==> src/rtl/hazard_pkg.sv <==
// Shared types and encodings for the decode-side hazard tracker.
package hazard_pkg;

  localparam int REG_AW_P = 5;
  localparam int T_W_P    = 2;

  // Tuse value meaning "operand not read by this instruction"
  localparam logic [T_W_P-1:0] TUSE_NONE = 2'd3;

  // Forwarding source encodings
  localparam logic [1:0] FWD_RF = 2'd0;
  localparam logic [1:0] FWD_E  = 2'd1;
  localparam logic [1:0] FWD_M  = 2'd2;
  localparam logic [1:0] FWD_W  = 2'd3;

  // One in-flight instruction as seen by the hazard logic
  typedef struct packed {
    logic                we;
    logic [REG_AW_P-1:0] a3;
    logic [T_W_P-1:0]    tnew;
    logic [REG_AW_P-1:0] a1;
    logic [REG_AW_P-1:0] a2;
  } stage_entry_t;

  // How a stage register transforms tnew on capture
  typedef enum logic [1:0] {
    TNEW_HOLD  = 2'd0,
    TNEW_DEC   = 2'd1,
    TNEW_CLEAR = 2'd2
  } tnew_mode_e;

  function automatic logic [T_W_P-1:0] tnew_step(input tnew_mode_e mode,
                                                  input logic [T_W_P-1:0] t);
    logic [T_W_P-1:0] r;
    case (mode)
      TNEW_DEC:   r = (t == '0) ? '0 : t - 1'b1;
      TNEW_CLEAR: r = '0;
      default:    r = t;
    endcase
    return r;
  endfunction

endpackage

==> src/rtl/hazard_stage_reg.sv <==
// One pipeline stage of hazard bookkeeping: captures the upstream entry,
// ages its tnew, and can be forced to a bubble.
module hazard_stage_reg
  import hazard_pkg::*;
#(
  parameter tnew_mode_e MODE = TNEW_HOLD
) (
  input  logic         clk,
  input  logic         reset_n,
  input  logic         bubble,
  input  stage_entry_t entry_in,
  output stage_entry_t entry_out
);

  stage_entry_t entry_q;
  stage_entry_t entry_d;

  // Next entry: upstream entry with aged tnew, or an all-zero bubble
  always_comb begin
    entry_d      = entry_in;
    entry_d.tnew = tnew_step(MODE, entry_in.tnew);
    if (bubble) begin
      entry_d = '0;
    end
  end

  // Stage register; reset empties the stage
  always_ff @(posedge clk) begin
    if (!reset_n) begin
      entry_q <= '0;
    end else begin
      entry_q <= entry_d;
    end
  end

  assign entry_out = entry_q;

endmodule

==> src/rtl/hazard_tracker.sv <==
// Decode-side hazard resolution: tracks writers through E/M/W and produces
// the D-stage stall, all forwarding selects and a saturating stall counter.
module hazard_tracker
  import hazard_pkg::*;
#(
  parameter int REG_AW = REG_AW_P,
  parameter int T_W    = T_W_P,
  parameter int CNT_W  = 32
) (
  input  logic              clk,
  input  logic              reset_n,
  input  logic              valid_d,
  input  logic [REG_AW-1:0] a1_d,
  input  logic [REG_AW-1:0] a2_d,
  input  logic [T_W-1:0]    tuse_rs_d,
  input  logic [T_W-1:0]    tuse_rt_d,
  input  logic              we_d,
  input  logic [REG_AW-1:0] a3_d,
  input  logic [T_W-1:0]    tnew_d,
  output logic              stall,
  output logic [1:0]        fwd_rs_d,
  output logic [1:0]        fwd_rt_d,
  output logic [1:0]        fwd_rs_e,
  output logic [1:0]        fwd_rt_e,
  output logic              fwd_rt_m,
  output logic [CNT_W-1:0]  stall_count
);

  stage_entry_t d_entry;
  stage_entry_t e_entry;
  stage_entry_t m_entry;
  stage_entry_t w_entry;

  logic [CNT_W-1:0] count_q;
  logic [CNT_W-1:0] count_d;

  // Stage X writes register r (register 0 never counts as written)
  function automatic logic writes(input stage_entry_t e, input logic [REG_AW_P-1:0] r);
    return e.we && (e.a3 == r) && (r != '0);
  endfunction

  // D-stage source: youngest writer wins, usable only once its result exists
  function automatic logic [1:0] fwd_d_sel(input stage_entry_t e, input stage_entry_t m,
                                           input stage_entry_t w, input logic [REG_AW_P-1:0] r);
    logic [1:0] s;
    s = FWD_RF;
    if (writes(e, r))      s = (e.tnew == '0) ? FWD_E : FWD_RF;
    else if (writes(m, r)) s = (m.tnew == '0) ? FWD_M : FWD_RF;
    else if (writes(w, r)) s = FWD_W;
    return s;
  endfunction

  // E-stage source: M before W, M only once its result exists
  function automatic logic [1:0] fwd_e_sel(input stage_entry_t m, input stage_entry_t w,
                                           input logic [REG_AW_P-1:0] r);
    logic [1:0] s;
    s = FWD_RF;
    if (writes(m, r))      s = (m.tnew == '0) ? FWD_M : FWD_RF;
    else if (writes(w, r)) s = FWD_W;
    return s;
  endfunction

  // Pack the decode bundle; an invalid slot enters the pipe as a bubble
  always_comb begin
    d_entry = '0;
    if (valid_d) begin
      d_entry.we   = we_d;
      d_entry.a3   = a3_d;
      d_entry.tnew = tnew_d;
      d_entry.a1   = a1_d;
      d_entry.a2   = a2_d;
    end
  end

  hazard_stage_reg #(.MODE(TNEW_HOLD)) u_stage_e (
    .clk(clk), .reset_n(reset_n), .bubble(stall), .entry_in(d_entry), .entry_out(e_entry)
  );

  hazard_stage_reg #(.MODE(TNEW_DEC)) u_stage_m (
    .clk(clk), .reset_n(reset_n), .bubble(1'b0), .entry_in(e_entry), .entry_out(m_entry)
  );

  hazard_stage_reg #(.MODE(TNEW_CLEAR)) u_stage_w (
    .clk(clk), .reset_n(reset_n), .bubble(1'b0), .entry_in(m_entry), .entry_out(w_entry)
  );

  // Stall when an operand's producer in E or M cannot deliver in time
  always_comb begin
    logic rs_hit;
    logic rt_hit;
    rs_hit = (tuse_rs_d != TUSE_NONE) &&
             ((writes(e_entry, a1_d) && (e_entry.tnew > tuse_rs_d)) ||
              (writes(m_entry, a1_d) && (m_entry.tnew > tuse_rs_d)));
    rt_hit = (tuse_rt_d != TUSE_NONE) &&
             ((writes(e_entry, a2_d) && (e_entry.tnew > tuse_rt_d)) ||
              (writes(m_entry, a2_d) && (m_entry.tnew > tuse_rt_d)));
    stall  = valid_d && (rs_hit || rt_hit);
  end

  // Forwarding selects, computed regardless of stall
  always_comb begin
    fwd_rs_d = fwd_d_sel(e_entry, m_entry, w_entry, a1_d);
    fwd_rt_d = fwd_d_sel(e_entry, m_entry, w_entry, a2_d);
    fwd_rs_e = fwd_e_sel(m_entry, w_entry, e_entry.a1);
    fwd_rt_e = fwd_e_sel(m_entry, w_entry, e_entry.a2);
    fwd_rt_m = writes(w_entry, m_entry.a2);
  end

  // Saturating stall-cycle counter next value
  always_comb begin
    count_d = count_q;
    if (stall && (count_q != {CNT_W{1'b1}})) begin
      count_d = count_q + 1'b1;
    end
  end

  // Stall counter register
  always_ff @(posedge clk) begin
    if (!reset_n) begin
      count_q <= '0;
    end else begin
      count_q <= count_d;
    end
  end

  assign stall_count = count_q;

  // Fields the hazard logic never needs downstream
  logic unused_bits;
  assign unused_bits = ^{m_entry.a1, w_entry.a1, w_entry.a2, w_entry.tnew};

endmodule
==> config.mk <==
export PLATFORM = sky130hd
export DESIGN_NAME = hazard_tracker
export DESIGN_NICKNAME = d
export VERILOG_FILES = /design/src/rtl/hazard_pkg.sv /design/src/rtl/hazard_stage_reg.sv /design/src/rtl/hazard_tracker.sv
export SDC_FILE = /design/constraint.sdc
export NUM_CORES = 1
export LEC_CHECK = 0
export ABC_AREA = 1
export CAP_MARGIN = 20
export CORE_MARGIN = 1
export CORE_UTILIZATION = 50
export DETAILED_ROUTE_END_ITERATION = 7
export GPL_TIMING_DRIVEN = 0
export HOLD_SLACK_MARGIN = 0.02
export PLACE_DENSITY = 0.75
export SLEW_MARGIN = 10
export SYNTH_ARGS = -nofsm -noshare
export SYNTH_HDL_FRONTEND = slang
export SYNTH_SLANG_ARGS = --single-unit
==> constraint.sdc <==
create_clock -name clk -period 4.92 [get_ports clk]
set_input_delay 0.984 -clock clk [delete_from_list [all_inputs] [get_ports clk]]
set_output_delay 0.984 -clock clk [all_outputs]
set_load 0.02 [all_outputs]
; Yosys cells after proc, flatten, opt, wreduce, memory -nomap -nowiden
; Cells that the tools add are included.
[totals]
register_bits = 69
out_inout_bits = 42
elab_cells = 88
[op_classes]
addsub = 2
magnitude_cmp = 4
eq_ne = 14
n_mux = 12
bitwise = 2
reduce_logical = 42
[op_table]
columns = operator, count
row1 = 5-bit equality test, 11
row2 = "32-bit by 1-bit adder with 32-bit output, second input constant", 1
row3 = "32-bit inequality test, second input constant", 1
row4 = 1-bit logical AND, 30
row5 = 5-bit nonzero test, 5
row6 = 2-bit 2-to-1 mux, 11
row7 = 2-bit greater-than comparator, 4
row8 = 2-bit zero test, 2
row9 = "2-bit inequality test, second input constant", 2
row10 = 1-bit logical OR, 3
row11 = 3-bit OR reduction, 1
row12 = 1-bit NOT, 2
row13 = 2-bit OR reduction, 1
row14 = "2-bit by 1-bit subtractor with 2-bit output, second input constant", 1
row15 = 1-bit 2-to-1 mux, 1

; Longest topological paths before layout
; Gate-level depths: netlist of run 1.
[logic_depth]
word_depth = 9
depth_mapped = 15

; Cells and area by module
; A second synthesis of run 1 with hierarchy kept.
[hier_totals]
cells_unflattened = 831
hier_area_um2 = 5280.1
[by_module_without_submodules]
columns = module, n_inst, cells_per_inst, area_per_inst_um2, seq_area_each_um2
row1 = hazard_tracker, 1, 660, 3669.8, 640.6
row2 = hazard_stage_reg at u_stage_m, 1, 60, 573.0, 360.3
row3 = hazard_stage_reg at u_stage_e, 1, 57, 521.8, 360.3
row4 = hazard_stage_reg at u_stage_w, 1, 54, 515.5, 320.3

; Worst setup path after synthesis of run 1
; Ideal clock, no wire load.
[synth_timing]
path_kind = input-to-output
start = input port a1_d[1]
end = output port fwd_rs_d[1]
t_arrival_ns = 2.060
slack_ns = 1.876
stages = 7
n_path_buf = 0
path_cell_list = inv_1 -> nand2_1 -> nor2_2 -> nor2_1 -> nand2_1 -> inv_1 -> o31ai_1
[synth_between]
elab_chain_len = 6
[synth_rtl]
columns = item, line
row1 = "start, declared", hazard_tracker.sv:13  ; input logic [REG_AW-1:0] a1_d,
row2 = 5-bit equality test, hazard_tracker.sv:39  ; return e.we && (e.a3 == r) && (r != '0);
row3 = 1-bit logical AND (2 in series), hazard_tracker.sv:39
row4 = 2-bit 2-to-1 mux, hazard_tracker.sv:49  ; else if (writes(w, r)) s = FWD_W;
row5 = 2-bit 2-to-1 mux, hazard_tracker.sv:48  ; else if (writes(m, r)) s = (m.tnew == '0) ? FWD_M : FWD_RF;
row6 = 2-bit 2-to-1 mux *, hazard_tracker.sv:47  ; if (writes(e, r)) s = (e.tnew == '0) ? FWD_E : FWD_RF;
row7 = "end, declared", hazard_tracker.sv:21  ; output logic [1:0] fwd_rs_d,
; Every way passes the cells marked *; elsewhere a longest branch is shown, timed or not.

; Worst setup path after layout of run 1
[layout_timing]
start = input port tuse_rt_d[1]
end = output port stall
[layout_between]
elab_chain_len = 6
[layout_rtl]
columns = item, line
row1 = "start, declared", hazard_tracker.sv:16  ; input logic [T_W-1:0] tuse_rt_d,
row2 = "2-bit greater-than comparator, on equally long branches", "hazard_tracker.sv:95, hazard_tracker.sv:96"
row3 = "1-bit logical AND, on equally long branches", "hazard_tracker.sv:95, hazard_tracker.sv:96"
row4 = 1-bit logical OR, hazard_tracker.sv:95  ; ((writes(e_entry, a2_d) && (e_entry.tnew > tuse_rt_d)) ||
row5 = 1-bit logical AND *, hazard_tracker.sv:94  ; rt_hit = (tuse_rt_d != TUSE_NONE) &&
row6 = 1-bit logical OR *, hazard_tracker.sv:97  ; stall = valid_d && (rs_hit || rt_hit);
row7 = 1-bit logical AND *, hazard_tracker.sv:97
row8 = "end, declared", hazard_tracker.sv:20  ; output logic stall,
; Marked as above.

==> results of run 1 <==
==> through the flow <==
| stage | std cells | setup slack [ps] | cell area [µm²] | hold slack (ps) | total power, mW |
|---|---|---|---|---|---|
| after floorplan | 716 | 1880 | 4480 | 401 | 0.662 |
| after global placement | 888 | 743 | 5250 | 414 | 0.710 |
| final | 904 | 686 | 5420 | 428 | 1.10 |
| after detailed placement | 888 | 702 | 5250 | 414 | 0.713 |
| after CTS | 904 | 690 | 5420 | 424 | 1.11 |
| after global routing | 904 | 549 | 5420 | 450 | 1.15 |
==> routing by layer <==
metal	up-vias	wire [µm]	share of wire, %	global-route usage, %
met2	171	6020	47	46.5
met1	2139	5580	44	34.0
met5	-	0	0	0
met3	33	852	6.7	5.85
met4	0	351	2.7	13.2
li1	2374	-	-	-
==> worst max-delay path, stage by stage <==
cell             delay (ps)
clkdlybuf4s50_1         500
inv_1                    70
ha_1                    300
a21oi_1                  70
a21oi_1                 160
nand3_1                 100
nand2_1                  90
nand2_2                  60
nand2_4                 140
nand2_2                 110
inv_1                    70
clkdlybuf4s50_1         590
==> cell usage in the layout, fill, tap and decap left out, drive strengths merged, types with 3 or more instances in the layout <==
master,count
a21oi,18
nor4,9
clkdlybuf4s50,64
buf,16
nand3,42
o21ai,11
nor3,15
or2,3
clkinv,9
xor2,18
clkbuf,14
clkinvlp,3
ha,10
nor2,92
o31ai,3
nand4,38
dfxtp,69
xnor2,9
nand2,202
inv,140
==> registers in the layout, summed over array words and instances, names as in the netlist <==
name	cells
u_stage_e.entry_out	18
u_stage_m.entry_out	13
stall_count	32
u_stage_w.entry_out	6
==> cell type report <==
cell class / instances / area [µm²] / share of cell area (%)
Inverter: 145 / 544 / 10.0
Clock inverter: 7 / 42.5 / 0.785
Sequential cell: 69 / 1380 / 25.5
Tap cell: 108 / 135 / 2.49
Clock buffer: 9 / 124 / 2.29
Buffer: 21 / 136 / 2.52
Multi-Input combinational cell: 481 / 2420 / 44.6
Timing Repair Buffer: 64 / 641 / 11.8
==> power by group <==
part	switching (mW)	leakage, nW	internal (mW)
Sequential	0.0123	0.560	0.568
Combinational	0.0715	2.00	0.0494
Clock	0.222	0.0808	0.179
Total	0.305	2.64	0.796
==> worst paths after layout <==
check,start,to,cells past startpoint
worst min register to register,u_stage_e.entry_out[10],u_stage_m.entry_out[10],1
worst min-delay path,u_stage_e.entry_out[10],u_stage_m.entry_out[10],1
worst max register to register,stall_count[1],stall_count[30],13
worst max-delay path,tuse_rt_d[1],stall,12
==> cell families (layout without fill, tap and decap cells) <==
group,count (synthesis),after routing,synth area share (%)
DFF,69,69,30.8
xor gates and xnor gates,27,27,5.28
adders and majority gates,10,10,2.79
and+or+nand+nor,402,402,40.4
buffers and inverters,166,246,15.2
AOI/OAI and AO/OA,42,42,5.50
==> out/results.txt, run 1 <==
total track usage: 27.8%
Boundary Pins: 67
largest net degree at the start of global routing: 13
Yosys top cell by area: dfxtp_1
GPL Wtd Cong: 0.958
max_slew headroom: 62.3%
RSZ-0062 raised after global routing: false
clk slew on worst S/H paths: 70 ps
final wirelength: 12.8 mm
clock latency on the worst-skew pair: 360 ps
pwr dens: 203 nW/µm²
worst ir drop on vdd: 0.152 mV
largest cells by area after synthesis: dfxtp_1 (31%), nand2_1 (17%), inv_1 (9.7%), nor2_1 (7.0%), nand4_1 (5.2%)
Mapped Area: 4480 µm²
post-synth top area share: 30.8%
initial antenna violation count: 0
Worst-Margin Slew: 566 ps
row count: 34
share of cells above drive strength 1: 9.42%
CTS sink cnt: 69
post-synthesis area per instance: 6.25 µm²
routed vias: 4717
total global routing overflow: 0
initial core utilization: 51.6%
Seq/Total Area, Yosys: 30.8%
core area: 8680 µm²
Layout Utilization: 62.5%
leakage power: 2.64 nW
Worst Hold Class: register to register
Resized cells post-CTS: 0
DR iter-0 viols: 232
# hold bufs at CTS: 0
Period minus WS final: 4230 ps
max-cap violation count: 0
TritonCTS Buffers: 9
vias in the first global route: 4436
DR vias/cell: 5.22
Setup Skew: 10.4 ps
CTS tree: built
async set-or-reset flop fraction in the synthesized netlist: 0%
DR DRC count: 0
maximum clock rate: 236 MHz
post-route ant nets: 0
Yosys cell types: 40
Crit Path Max Fanout: 8
first-pass GRT wire length: 21.0 mm
Mapped Cells: 716
fin. max-slew vios: 0
Avg WL per Cell: 14.2 µm
Seq cells post-synth: 69
Post-Syn Nets: 751
die area: 9340 µm²
top-count cell post-synth: nand2_1
H-Tree Depth: 3
Worst setup EP type: output port
top post-synthesis cells by count: nand2_1 (198), inv_1 (116), nor2_1 (83)
endpoints failing hold: 0
Die H: 96.6 µm
n_diodes: 0
ys flop type: dfxtp_1
setup TNS: 0 ps
Setup Buffers After CTS: 0
final setup vio count: 0
layout overhead on the synthesized area: 21.0%
Die Width: 96.6 µm
CP arrival: 3250 ps
period utilization: 86.1%
Setup CP Type: input pin to output port
hpwl dp: 9.81 mm
synth warn: 0
critical path data required time: 3940 ps
DR pass1 iterations: 5
nets: 826
status: completed
Worst setup SP type: input pin
CTS Buffer Depth: 2
r2r setup slk: 2890 ps
count of flip-flops with a built-in enable after synthesis: 0
I/O Buffers: 64
clock root cell: clkbuf_8
fill count: 849
(Power assumes the default switching activity.)
==> run 2: changes to the inputs <==
- PLACE_DENSITY: 0.75 -> not set
- PLACE_DENSITY_LB_ADDON: not set -> 0.25
==> run 2 against run 1 <==
Global-route usage rose by 0.82 points. Power rose by 6.8%. Non-clock buffer count did not move. Clock-buffer cell count rose by 1. Critical path type unchanged. Final area rose by 0.62%. Combinational power barely moved. Die area did not move. Routed wire length rose by 2.1%. Worst hold slack got worse by 2.4 ps. Fmax rose by 1.2%. First-iteration DRC count fell by 8.6%. Flip-flop and latch count did not move.
==> out/results.txt, run 2 (synthesized netlist as in run 1, its figures left out) <==
period utilization: 85.0%
n_diodes: 0
Worst setup EP type: output port
most common cell after layout, fill and taps aside: nand2_1
initial core utilization: 51.6%
Crit Path Max Fanout: 8
clock root cell: clkbuf_8
largest net degree at the start of global routing: 13
Worst Hold Class: register to register
CTS tree: built
post-route ant nets: 0
I/O Buffers: 64
fill count: 835
hold_sp: u_stage_e.entry_out[10]
total track usage: 28.6%
setup TNS: 0 ps
Boundary Pins: 67
design area: 5450 µm²
layout overhead on the synthesized area: 21.8%
critical path data required time: 3940 ps
RSZ-0062 raised after global routing: false
final wirelength: 13.1 mm
max reg flops: 32
Resized cells post-CTS: 0
pwr dens: 216 nW/µm²
max_slew headroom: 61.6%
die area: 9340 µm²
GPL Wtd Cong: 0.940
slowest stage delay, CP: 590 ps
Setup CP Type: input pin to output port
initial antenna violation count: 0
share of cells above drive strength 1: 9.42%
Die H: 96.6 µm
status: completed
fin. max-slew vios: 0
area of placed instances: 5250 µm²
CTS sink cnt: 69
clk slew on worst S/H paths: 80 ps
core area: 8680 µm²
CP arrival: 3200 ps
DR DRC count: 0
endpoints failing hold: 0
Die Width: 96.6 µm
TritonCTS Buffers: 9
# hold bufs at CTS: 0
Worst-Margin Slew: 576 ps
worst ir drop on vdd: 0.142 mV
critical path cell sequence: clkdlybuf4s50_1, inv_1, ha_1, a21oi_1, a21oi_1, nand3_1, nand2_1, nand2_2, nand2_4, nand2_2, inv_1, clkdlybuf4s50_1
H-Tree Depth: 3
DR vias/cell: 5.30
Period minus WS final: 4180 ps
Worst setup SP type: input pin
Setup WS pre-CTS: 737 ps
max-cap violation count: 0
hpwl dp: 9.86 mm
DR iter-0 viols: 212
row count: 34
CTS Buffer Depth: 2
first-pass GRT wire length: 21.7 mm
Setup Skew: 13.4 ps
DR pass1 iterations: 5
maximum clock rate: 239 MHz
Avg WL per Cell: 14.5 µm
clock latency on the worst-skew pair: 350 ps
leakage power: 2.65 nW
crit path launch: tuse_rs_d[1]
critical path's slowest cell: clkdlybuf4s50_1
commonest cells after routing, fill and taps aside: nand2_1 (198), inv_1 (116), nor2_1 (83), dfxtp_1 (69), clkdlybuf4s50_1 (64)
r2r setup slk: 2850 ps
vias in the first global route: 4822
reg-to-reg critical path startpoint: stall_count[1]
nets: 826
worst setup margin: 736 ps
Setup Buffers After CTS: 0
routed vias: 4789
total global routing overflow: 0
final setup vio count: 0
==> run 2: layout make-up <==
cell class                      count  area [µm²]  share of cell area (%)
Buffer                             21         136                    2.50
Clock buffer                       10         138                    2.52
Clock inverter                      6        62.6                    1.15
Inverter                          145         544                    9.98
Multi-Input combinational cell    481        2420                    44.3
Sequential cell                    69        1380                    25.3
Tap cell                          108         135                    2.48
Timing Repair Buffer               64         641                    11.7
==> run 2: metal layers <==
layer  track usage [%]  part of all wire (%)
met5                 0                     0
met3              6.21                   7.1
met1              32.6                    41
met4              17.9                   4.6
met2              48.6                    47
==> run 2: metrics by stage <==
stage	power, mW	util (%)	hold WS, ps	std cells
after CTS	1.18	62.8	423	904
after global routing	1.22	62.8	471	904
after global placement	0.710	60.5	411	888
final	1.18	62.8	426	904
after floorplan	0.662	-	401	716
after detailed placement	0.713	60.5	413	888
==> run 2: power breakdown <==
part / internal (mW) / switching, mW / total (mW)
Clock: 0.246 / 0.229 / 0.475
Sequential: 0.568 / 0.0127 / 0.581
Combinational: 0.0495 / 0.0721 / 0.122
==> run 2: final timing paths <==
path                              to  cells past startpoint
min          u_stage_m.entry_out[10]                      1
max reg2reg           stall_count[5]                     12
min reg2reg  u_stage_m.entry_out[10]                      1
max                            stall                     12
==> run 2: worst max-delay path: cells and delay by family <==
kind                       cells  cell delay [ps]
buffers and inverters          4             1210
and+or+nand+nor                5              480
adders and majority gates      1              300
AOI/OAI and AO/OA              2              230
==> run 3: changes to the inputs <==
- GPL_ROUTABILITY_DRIVEN: not set -> 0
- GPL_TIMING_DRIVEN: 0 -> not set
==> run 3 against run 2 <==
Combinational power down 5%. Fmax up 1.8%. Power down 0.71%. Setup slack better by 75 ps. Register-to-register slack worse by 290 ps. Critical endpoint is now fwd_rs_d[0]. Worst hold slack worse by 2.6 ps. Routed wire length down 11%.
==> out/results.txt, run 3 (synthesized netlist as in run 1, its figures left out) <==
status: completed
max reg flops: 32
vias in the first global route: 4361
setup TNS: 0 ps
TritonCTS Buffers: 9
Die Width: 96.6 µm
Setup Skew: 12.0 ps
fill count: 850
pwr dens: 218 nW/µm²
footprint of the multi-input gates: 2420 µm²
final hold slack: 423 ps
DR DRC count: 0
hpwl dp: 8.67 mm
max_slew headroom: 57.0%
DR pass1 iterations: 5
clock latency on the worst-skew pair: 350 ps
leakage power: 2.59 nW
CTS sink cnt: 69
Setup Buffers After CTS: 0
Worst-Margin Slew: 642 ps
critical path data required time: 3940 ps
total global routing overflow: 0
Period minus WS final: 4110 ps
fin. max-slew vios: 0
# hold bufs at CTS: 0
Worst Hold Class: register to register
RSZ-0062 raised after global routing: false
row count: 34
endpoints failing hold: 0
routed vias: 4629
die area: 9340 µm²
maximum clock rate: 243 MHz
register area: 1380 µm²
Die H: 96.6 µm
I/O Buffers: 66
Setup CP Type: input pin to output port
Setup WS pre-CTS: 830 ps
total track usage: 25.3%
r2r setup slk: 2560 ps
Resized cells post-CTS: 0
Crit Path Max Fanout: 4
DR vias/cell: 5.21
Worst setup EP type: output port
CTS tree: built
Boundary Pins: 67
max-cap violation count: 0
final setup vio count: 0
most common cell after layout, fill and taps aside: nand2_1
initial core utilization: 51.6%
clock root cell: clkbuf_8
post-route ant nets: 0
CTS Buffer Depth: 2
Layout Utilization: 61.8%
layout overhead on the synthesized area: 19.7%
worst setup margin: 811 ps
share of cells above drive strength 1: 8.21%
first-pass GRT wire length: 19.5 mm
largest net degree at the start of global routing: 45
core area: 8680 µm²
Worst setup SP type: input pin
final wirelength: 11.6 mm
nets: 810
H-Tree Depth: 3
DR iter-0 viols: 235
clk slew on worst S/H paths: 90 ps
n_diodes: 0
Avg WL per Cell: 13.1 µm
commonest cells after routing, fill and taps aside: nand2_1 (198), inv_1 (116), nor2_1 (83), dfxtp_1 (69), clkdlybuf4s50_1 (66)
worst ir drop on vdd: 0.115 mV
CP arrival: 3130 ps
initial antenna violation count: 0
period utilization: 83.5%
==> run 3: metrics by stage <==
stage	power, mW	cells	area, µm²
floorplan	0.662	716	4480
global placement	0.705	872	5160
detailed placement	0.709	872	5160
CTS	1.17	888	5360
global route	1.22	888	5360
finish	1.17	888	5360
==> run 3: metal layers <==
layer  wire, µm  GRT usage, %
met5          0             0
met1       4890          30.2
met4        285          11.8
met3        734          4.91
met2       5740          43.6
==> run 3: worst paths after layout <==
path | start | to | depth (start not counted)
hold reg to reg | u_stage_e.entry_out[17] | u_stage_m.entry_out[17] | 2
setup / recovery | a1_d[2] | fwd_rs_d[0] | 8
setup reg to reg | u_stage_m.entry_out[13] | stall_count[0] | 15
hold / removal | u_stage_e.entry_out[17] | u_stage_m.entry_out[17] | 2
==> run 3: power breakdown <==
part           internal [mW]  switching [mW]  total, mW
clock                  0.236           0.236      0.472
combinational         0.0489          0.0673      0.116
sequential             0.568          0.0127      0.581
==> run 3: critical path, stage by stage <==
cell	delay [ps]
clkdlybuf4s50_1	610
inv_1	100
nand3_1	90
nor2_2	60
nor4_1	380
nand3_1	140
o21ai_0	120
clkdlybuf4s50_1	640
==> run 3: final cells by class <==
| cell class | instances | area share [%] |
|---|---|---|
| Multi-Input combinational cell | 481 | 45.1 |
| Tap cell | 108 | 2.52 |
| Clock inverter | 7 | 1.40 |
| Inverter | 145 | 10.2 |
| Timing Repair Buffer | 69 | 12.7 |
| Sequential cell | 69 | 25.8 |
| Clock buffer | 9 | 2.31 |
